--- src/rtl/serial_word_deserializer_if.sv ---
// serial_word_deserializer_if: serial bit link in, buffered word out with valid/ready.
// SERIAL_DESER_PARITY_EN adds the sticky o_parity_err flag.
interface serial_word_deserializer_if #(parameter int V = 8);
  logic i_bit, i_bit_valid, i_ready;
  logic [V-1:0] o_word;
  logic o_valid, o_busy, o_overrun;
`ifdef SERIAL_DESER_PARITY_EN
  logic o_parity_err;
  modport master(output i_bit, i_bit_valid, i_ready, input o_word, o_valid, o_busy, o_overrun, o_parity_err);
  modport slave(input i_bit, i_bit_valid, i_ready, output o_word, o_valid, o_busy, o_overrun, o_parity_err);
`else
  modport master(output i_bit, i_bit_valid, i_ready, input o_word, o_valid, o_busy, o_overrun);
  modport slave(input i_bit, i_bit_valid, i_ready, output o_word, o_valid, o_busy, o_overrun);
`endif
endinterface

--- src/rtl/serial_word_deserializer.sv ---
// serial_word_deserializer: rebuilds LSB-first serial words into a one-entry valid/ready buffer.
// SERIAL_DESER_PARITY_EN: an even-parity bit follows each word; bad words are dropped and flagged.
module serial_word_deserializer #(parameter int V = 8) (
  input logic i_clk,
  input logic i_arst,
  serial_word_deserializer_if.slave bus
);
  localparam int IW = $clog2(V + 1);
`ifdef SERIAL_DESER_PARITY_EN
  localparam logic [IW-1:0] LAST = IW'(V);
`else
  localparam logic [IW-1:0] LAST = IW'(V - 1);
`endif
  typedef enum logic [1:0] {IDLE, SHIFT, GAP} state_t;
  state_t state;
  logic [IW-1:0] idx;
  logic [V-1:0] shift, merged, word_in, word_q;
  logic valid_q, overrun_q, done, ok, load;
  // bits above idx are still zero, so OR-ing places the incoming bit
  assign merged = shift | (V'(bus.i_bit) << idx);
`ifdef SERIAL_DESER_PARITY_EN
  logic perr_q;
  assign ok = bus.i_bit == ^shift;
  assign word_in = shift;
  assign bus.o_parity_err = perr_q;
`else
  assign ok = 1'b1;
  assign word_in = merged;
`endif
  assign done = state == SHIFT && bus.i_bit_valid && idx == LAST;
  assign load = done && ok && (!valid_q || bus.i_ready);
  assign bus.o_busy = state != IDLE;
  assign bus.o_word = word_q;
  assign bus.o_valid = valid_q;
  assign bus.o_overrun = overrun_q;
  always_ff @(posedge i_clk or negedge i_arst) begin
    if (!i_arst) begin
      state <= IDLE;
      idx <= '0;
      shift <= '0;
      word_q <= '0;
      valid_q <= 1'b0;
      overrun_q <= 1'b0;
`ifdef SERIAL_DESER_PARITY_EN
      perr_q <= 1'b0;
`endif
    end else begin
      case (state)
        IDLE: if (bus.i_bit_valid) begin
          shift <= V'(bus.i_bit);
          idx <= IW'(1);
          state <= SHIFT;
        end
        SHIFT: if (bus.i_bit_valid) begin
          shift <= merged;
          idx <= done ? '0 : idx + 1'b1;
          state <= done ? GAP : SHIFT;
        end
        default: state <= IDLE;
      endcase
      if (load) word_q <= word_in;
      valid_q <= load | (valid_q & ~bus.i_ready);
      if (done && ok && valid_q && !bus.i_ready) overrun_q <= 1'b1;
`ifdef SERIAL_DESER_PARITY_EN
      if (done && !ok) perr_q <= 1'b1;
`endif
    end
  end
endmodule
--- src/flat_wrapper.sv ---
// flat-port wrapper written by rule: the top's interface ports become plain ports
module serial_word_deserializer_flat 
#(parameter int V = 8)
  (i_clk, i_arst, bus_i_bit, bus_i_bit_valid, bus_i_ready, bus_o_word, bus_o_valid, bus_o_busy, bus_o_overrun);
  serial_word_deserializer_if #(.V(V)) bus_i ();
  input logic i_clk;
  input logic i_arst;
  input wire logic [$bits(bus_i.i_bit)-1:0] bus_i_bit;
  input wire logic [$bits(bus_i.i_bit_valid)-1:0] bus_i_bit_valid;
  input wire logic [$bits(bus_i.i_ready)-1:0] bus_i_ready;
  output wire logic [$bits(bus_i.o_word)-1:0] bus_o_word;
  output wire logic [$bits(bus_i.o_valid)-1:0] bus_o_valid;
  output wire logic [$bits(bus_i.o_busy)-1:0] bus_o_busy;
  output wire logic [$bits(bus_i.o_overrun)-1:0] bus_o_overrun;
  assign bus_i.i_bit = bus_i_bit;
  assign bus_i.i_bit_valid = bus_i_bit_valid;
  assign bus_i.i_ready = bus_i_ready;
  assign bus_o_word = bus_i.o_word;
  assign bus_o_valid = bus_i.o_valid;
  assign bus_o_busy = bus_i.o_busy;
  assign bus_o_overrun = bus_i.o_overrun;
  serial_word_deserializer #(.V(V)) u_core (.i_clk(i_clk), .i_arst(i_arst), .bus(bus_i));
endmodule
--- config.mk ---
export PLATFORM = sky130hd
export DESIGN_NAME = serial_word_deserializer_flat
export DESIGN_NICKNAME = d
export VERILOG_FILES = /design/src/rtl/serial_word_deserializer_if.sv /design/src/rtl/serial_word_deserializer.sv /design/src/flat_wrapper.sv
export SDC_FILE = /design/constraint.sdc
export NUM_CORES = 1
export LEC_CHECK = 0
export ABC_AREA = 0
export ABC_CLOCK_PERIOD_IN_PS = 1650
export CAP_MARGIN = 20
export CORE_ASPECT_RATIO = 0.9
export CORE_MARGIN = 1.5
export CORE_UTILIZATION = 40
export CTS_BUF_LIST = sky130_fd_sc_hd__clkbuf_4
export DETAILED_ROUTE_END_ITERATION = 7
export GPL_TIMING_DRIVEN = 0
export SETUP_SLACK_MARGIN = 0.2
export SYNTH_ARGS = -nofsm -noshare
export SYNTH_HDL_FRONTEND = slang
export SYNTH_SLANG_ARGS = --single-unit
--- constraint.sdc ---
create_clock -name i_clk -period 1.65 [get_ports i_clk]
set_clock_uncertainty 0.2 [all_clocks]
set_input_delay 0.165 -clock i_clk [delete_from_list [all_inputs] [get_ports i_clk]]
set_output_delay 0.165 -clock i_clk [all_outputs]
set_load 0.05 [all_outputs]
# Yosys cells after proc, flatten, opt, wreduce, memory -nomap -nowiden
# Index checks and enable logic that the tools add are counted.
dict set report word_totals {
  reg_bits 24
  output_inout_bits 11
}
dict set report op_classes {
  addsub 1
  n_eq_ne 4
  shift 1
  n_mux 11
  bitwise_logic 4
  n_reduce_logical 13
}
# cell n
set op_table {}
lappend op_table {{8-bit 2-to-1 mux} 2}
lappend op_table {{8-bit case mux with 2 select lines} 1}
lappend op_table {{4-bit 2-to-1 mux} 3}
lappend op_table {{8-bit bitwise OR} 1}
lappend op_table {{4-bit case mux with 2 select lines} 1}
lappend op_table {{1-bit by 4-bit << shifter with 8-bit output} 1}
lappend op_table {{2-bit 2-to-1 mux} 3}
lappend op_table {{1-bit logical AND} 5}
lappend op_table {{4-bit by 1-bit adder with 4-bit output (second input constant)} 1}
lappend op_table {{4-bit by 3-bit == test with 1-bit output (second input constant)} 1}
lappend op_table {{2-bit inequality test (second input constant)} 2}
lappend op_table {{2-bit case mux with 2 select lines} 1}
lappend op_table {{2-bit nonzero test} 2}
lappend op_table {{3-bit AND reduction} 1}
lappend op_table {{2-bit by 1-bit == test with 1-bit output (second input constant)} 1}
lappend op_table {{1-bit logical NOT} 2}
lappend op_table {{2-bit logical NOT} 1}
lappend op_table {{2-bit AND reduction} 1}
lappend op_table {{1-bit bitwise AND} 1}
lappend op_table {{1-bit logical OR} 1}
lappend op_table {{1-bit inverter} 1}
lappend op_table {{1-bit bitwise OR} 1}

# Longest topological paths before layout
dict set report logic_depth {
  word_depth 6
  depth_mapped 5
}

# Worst setup path after synthesis
# OpenSTA, ideal clock, no wires.
dict set report synth_timing {
  kind {reg-to-reg}
  start {register u_core.valid_q (netlist: u_core.bus.o_valid)}
  end {register u_core.word_q[0] (netlist: u_core.bus.o_word[0])}
  setup_time_ns 0.079
  arrival_time_ns 1.421
  required_time_ns 1.371
  path_slack_ns -0.051
  path_stages_with_launch 4
  synth_period_minus_slack_ns 1.701
  path_cell_list {dfrtp_1 -> and2b_4 -> nor3_4 -> mux2i_1}
}
dict set report synth_via {
  elab_chain_len 3
}
# item line_no
set synth_rtl {}
lappend synth_rtl {{from (decl)} serial_word_deserializer.sv:18} ;# logic valid_q, overrun_q, done, ok, load;
lappend synth_rtl {{from (signal assigned)} serial_word_deserializer.sv:62} ;# valid_q <= load | (valid_q & ~bus.i_ready);
lappend synth_rtl {{1-bit logical NOT} serial_word_deserializer.sv:31} ;# assign load = done && ok && (!valid_q || bus.i_ready);
lappend synth_rtl {{1-bit logical OR} serial_word_deserializer.sv:31}
lappend synth_rtl {{1-bit logical AND} serial_word_deserializer.sv:31}
lappend synth_rtl {{to (signal assigned)} serial_word_deserializer.sv:61} ;# if (load) word_q <= word_in;
lappend synth_rtl {{to (decl)} serial_word_deserializer.sv:17} ;# logic [V-1:0] shift, merged, word_in, word_q;
# Every way passes these cells.
# A chain may end at the register's enable or synchronous reset.

# Worst setup path after layout
dict set report layout_timing {
  start {register u_core.state[1]}
  end {output bus_o_busy}
}
dict set report layout_via {
  elab_chain_len 1
}
# item line_no
set layout_rtl {}
lappend layout_rtl {{from (decl)} serial_word_deserializer.sv:15} ;# state_t state;
lappend layout_rtl {{from (signal assigned)} serial_word_deserializer.sv:57} ;# state <= done ? GAP : SHIFT;
lappend layout_rtl {{2-bit nonzero test} serial_word_deserializer.sv:32} ;# assign bus.o_busy = state != IDLE;
lappend layout_rtl {{to (decl)} flat_wrapper.sv:13} ;# output wire logic [$bits(bus_i.o_busy)-1:0] bus_o_busy;
# Every way passes these cells.

==> metrics.csv <==
stage;metric;value;unit
status;status;completed;
routing;dr.pass1.iters;4;
worst_setup_path;critPathRequiredTime;1.28;ns
sta;final-max-slew-violation-count;0;
worst_setup_path;startpoint_type;register;
logic_synthesis;synth_edf_count;0;
logic_synthesis;synthTopCellsByArea;dfrtp_1 (52%), mux2i_1 (7.8%), a31oi_1 (4.3%);
grt;grt_pass1_vias;839;
worst_setup_path;critical_path.top_delay_family;flip-flops;
placed_design;dp_hpwl;1590;microns
logic_synthesis;ys_seq_area_share;51.7;%
logic_synthesis;synth_top_area_share;51.7;%
logic_synthesis;synth-xor-area-share;0;%
finish;nets;147;
finish;final_common_cell;dfrtp_1;
logic_synthesis;synth_fa_ha_area_share;1.08;%
cts;cts_made_buffers;3;
floorplan;dieArea;3240;sq um
routing;ant_nets;0;
pwr;peakVddDrop;0.672;mV
logic_synthesis;ys_ff_latch;24;
cts;clock_sinks;24;
worst_setup_path;slowest_stage;dfrtp_1;
cts;cts_tree;done;
finish;fin_util;58.0;%
pwr;leakage;0.754;nW
job;drv_cap;0;
floorplan;initial_utilization;42.3;%
finish;n_antenna_cell;0;
cts;clock_path_buffers;2;
worst_setup_path;path_depth;2;
grt;grt_pass1_wl;3860;microns
logic_synthesis;synth-simple-area-share;19.3;%
routing;wl_per_cell;13.4;microns
finish;layout-drive-gt1-share;37.9;%
logic_synthesis;syn_inst;107;
worst_setup_path;r2r-end;u_core.bus.o_word[2];
worst_setup_path;cp_cell_sequence;or2_4 -> buf_8;
pwr;total_power;0.00274;W
logic_synthesis;yosys-mux-area-fraction;7.75;%
logic_synthesis;synth_warnings;0;
routing;drtIter0Drc;5;
worst_setup_path;end_kind;output pin;
grt;grt_overflow;0;
sta;rsz0062_at_grt;true;
sta;hold_slack;0.288;ns
logic_synthesis;synth_top_family_by_area;simple AND/OR/NAND/NOR gates;
floorplan;rows;18;
logic_synthesis;synth_nets;113;
pwr;switching_share;42.3;%
worst_setup_path;cp_num_buf_inv;1;
sta;final-hold-violation-count;0;
cts;cts_root_buffer;clkbuf_4;
logic_synthesis;synth_cell_types;31;
worst_setup_path;cp-endpoint;bus_o_busy;
sta;slew_headroom;65.0;%
routing;drt-vias-per-instance;4.95;
worst_setup_path;critPathMaxStageDelay;0.48;ns
logic_synthesis;syn-cell-area;1160;sq um
floorplan;fp.coreArea;2750;sq um
grt;grt_use_total;16.6;%
pwr;p_int;0.00158;W
pwr;power.density;1720;nW/um^2
routing;via_count;891;
sta;min_period;1.61;ns
worst_setup_path;crit_type;register to output pin;
logic_synthesis;ys_async_sr_fraction;100;%
floorplan;die_h;54.1;microns
cts;clk_latency;0.32;ns
placed_design;place_congestion;0.791;
floorplan;num_io_pins;16;
placed_design;io_buffers;15;
finish;final_cell_mix;dfrtp_1 (22), buf_4 (10);
logic_synthesis;syn_area_per_cell;10.9;sq um
grt;grt_max_degree;17;
worst_setup_path;r2r_start;u_core.state[1];
pwr;comb_power_share;49.1;%
logic_synthesis;yosys.area.top_type;dfrtp_1;
worst_setup_path;cp.arrival;1.24;ns
floorplan;die_w;59.8;microns
worst_setup_path;rrSetupSlack;0.10;ns
pwr;p_switching;0.00116;W
sta;worstMarginPinSlew;0.523;ns
pwr;clkPwrFrac;15.9;%
worst_hold_path;hp-start;u_core.bus.o_overrun;
grt;antenna_found_initial;0;
routing;drc;0;
logic_synthesis;synth-compound-area-share;12.7;%
logic_synthesis;synth_ff_type;dfrtp_1;
sta;max_freq;622;MHz
sta;period_share;97.5;%
routing;drt-total-wl;2410;microns
worst_setup_path;crit_start;u_core.state[1];
cts;clk_pin_slew;0.14;ns
sta;setup_violations;0;
worst_setup_path;rr_worst_depth;4;
pwr;p_seq_share;35.1;%
worst_setup_path;crit_fanout;5;
finish;syn_to_final_growth;37.1;%
cts;cts.htree.levels;1;
worst_hold_path;hp-class;register to register;
layer usage:
metal	GRT usage, %	wire length [microns]	share of wire, %	up-vias
li1	-	-	-	443
met1	21.7	1160	48	429
met3	3.13	79	3.3	4
met5	0	0	0	-
met4	8.89	53	2.2	0
met2	25.9	1120	46	15
cells by family (layout without fill, tap and decap cells):
family	Yosys count	in the layout
fa+ha+maj	1	1
simple gates	34	34
buf+inv	16	49
flops	24	24
mux	9	9
compound gates	23	23
sequential cells by signal (all words and copies together), names as in the netlist:
register and count:
u_core.idx 4, u_core.bus.o_valid 1, u_core.bus.o_overrun 1, u_core.shift 8
u_core.state 2, u_core.bus.o_word 8
final cells by class:
class                   count  area [sq um]
plain buffers               6          56.3
well taps                  40          50.0
fillers                   268          1150
flip-flops and latches     24           603
clock buffers               3          22.5
clock inverters             1          30.0
repair buffers             29           267
multi-input cells          67           526
inverters                  10          40.0
how the worst min path moves through the flow:
stage | to | cells past startpoint
2_1_floorplan | u_core.bus.o_overrun | 0
3_3_place_gp | u_core.bus.o_overrun | 1
3_5_place_dp | u_core.bus.o_overrun | 1
4_1_cts | u_core.bus.o_overrun | 1
5_1_grt | u_core.bus.o_overrun | 1
6_report | u_core.bus.o_overrun | 1
synthesized netlist by cell type (2+ instances only):
cell / count
and2b_2: 2
dfrtp_1: 24
inv_1: 10
buf_4: 3
or2_2: 2
a41oi_1: 2
buf_6: 2
nand2_1: 4
a21oi_1: 6
a21o_1: 2
nor3_1: 3
mux2i_1: 9
nand3_1: 2
a31oi_1: 8
nor2_1: 12
power groups by stage:
stage          sequential (W)  combinational, W  clock, W
2_1_floorplan         0.00131          0.000581         0
3_3_place_gp         0.000958           0.00127         0
3_5_place_dp         0.000969           0.00129         0
4_1_cts              0.000966           0.00133  0.000442
5_1_grt              0.000991           0.00146  0.000453
6_report             0.000963           0.00135  0.000435
stage by stage:
step                      TNS (ns)  cell area (sq um)  instances  setup WS, ns
after floorplan                  0               1180        107        0.0723
after global placement       -5.55               1380        162        -0.257
after detailed placement     -3.56               1400        163        -0.246
after CTS                        0               1570        176        0.0616
after global routing             0               1590        180        0.0178
final                            0               1590        180        0.0420
timing repair:
| item | in CTS | in global routing |
|---|---|---|
| hold buffers | 1 | 0 |
| endpoints found under the hold margin | 8 | 0 |
| pin swaps | 4 | 1 |
| setup endpoints to repair | 27 | 26 |
| buffers inserted | 8 | 4 |
| resized for setup | 50 | 25 |
No activity file was read; power rests on OpenSTA's default activity.
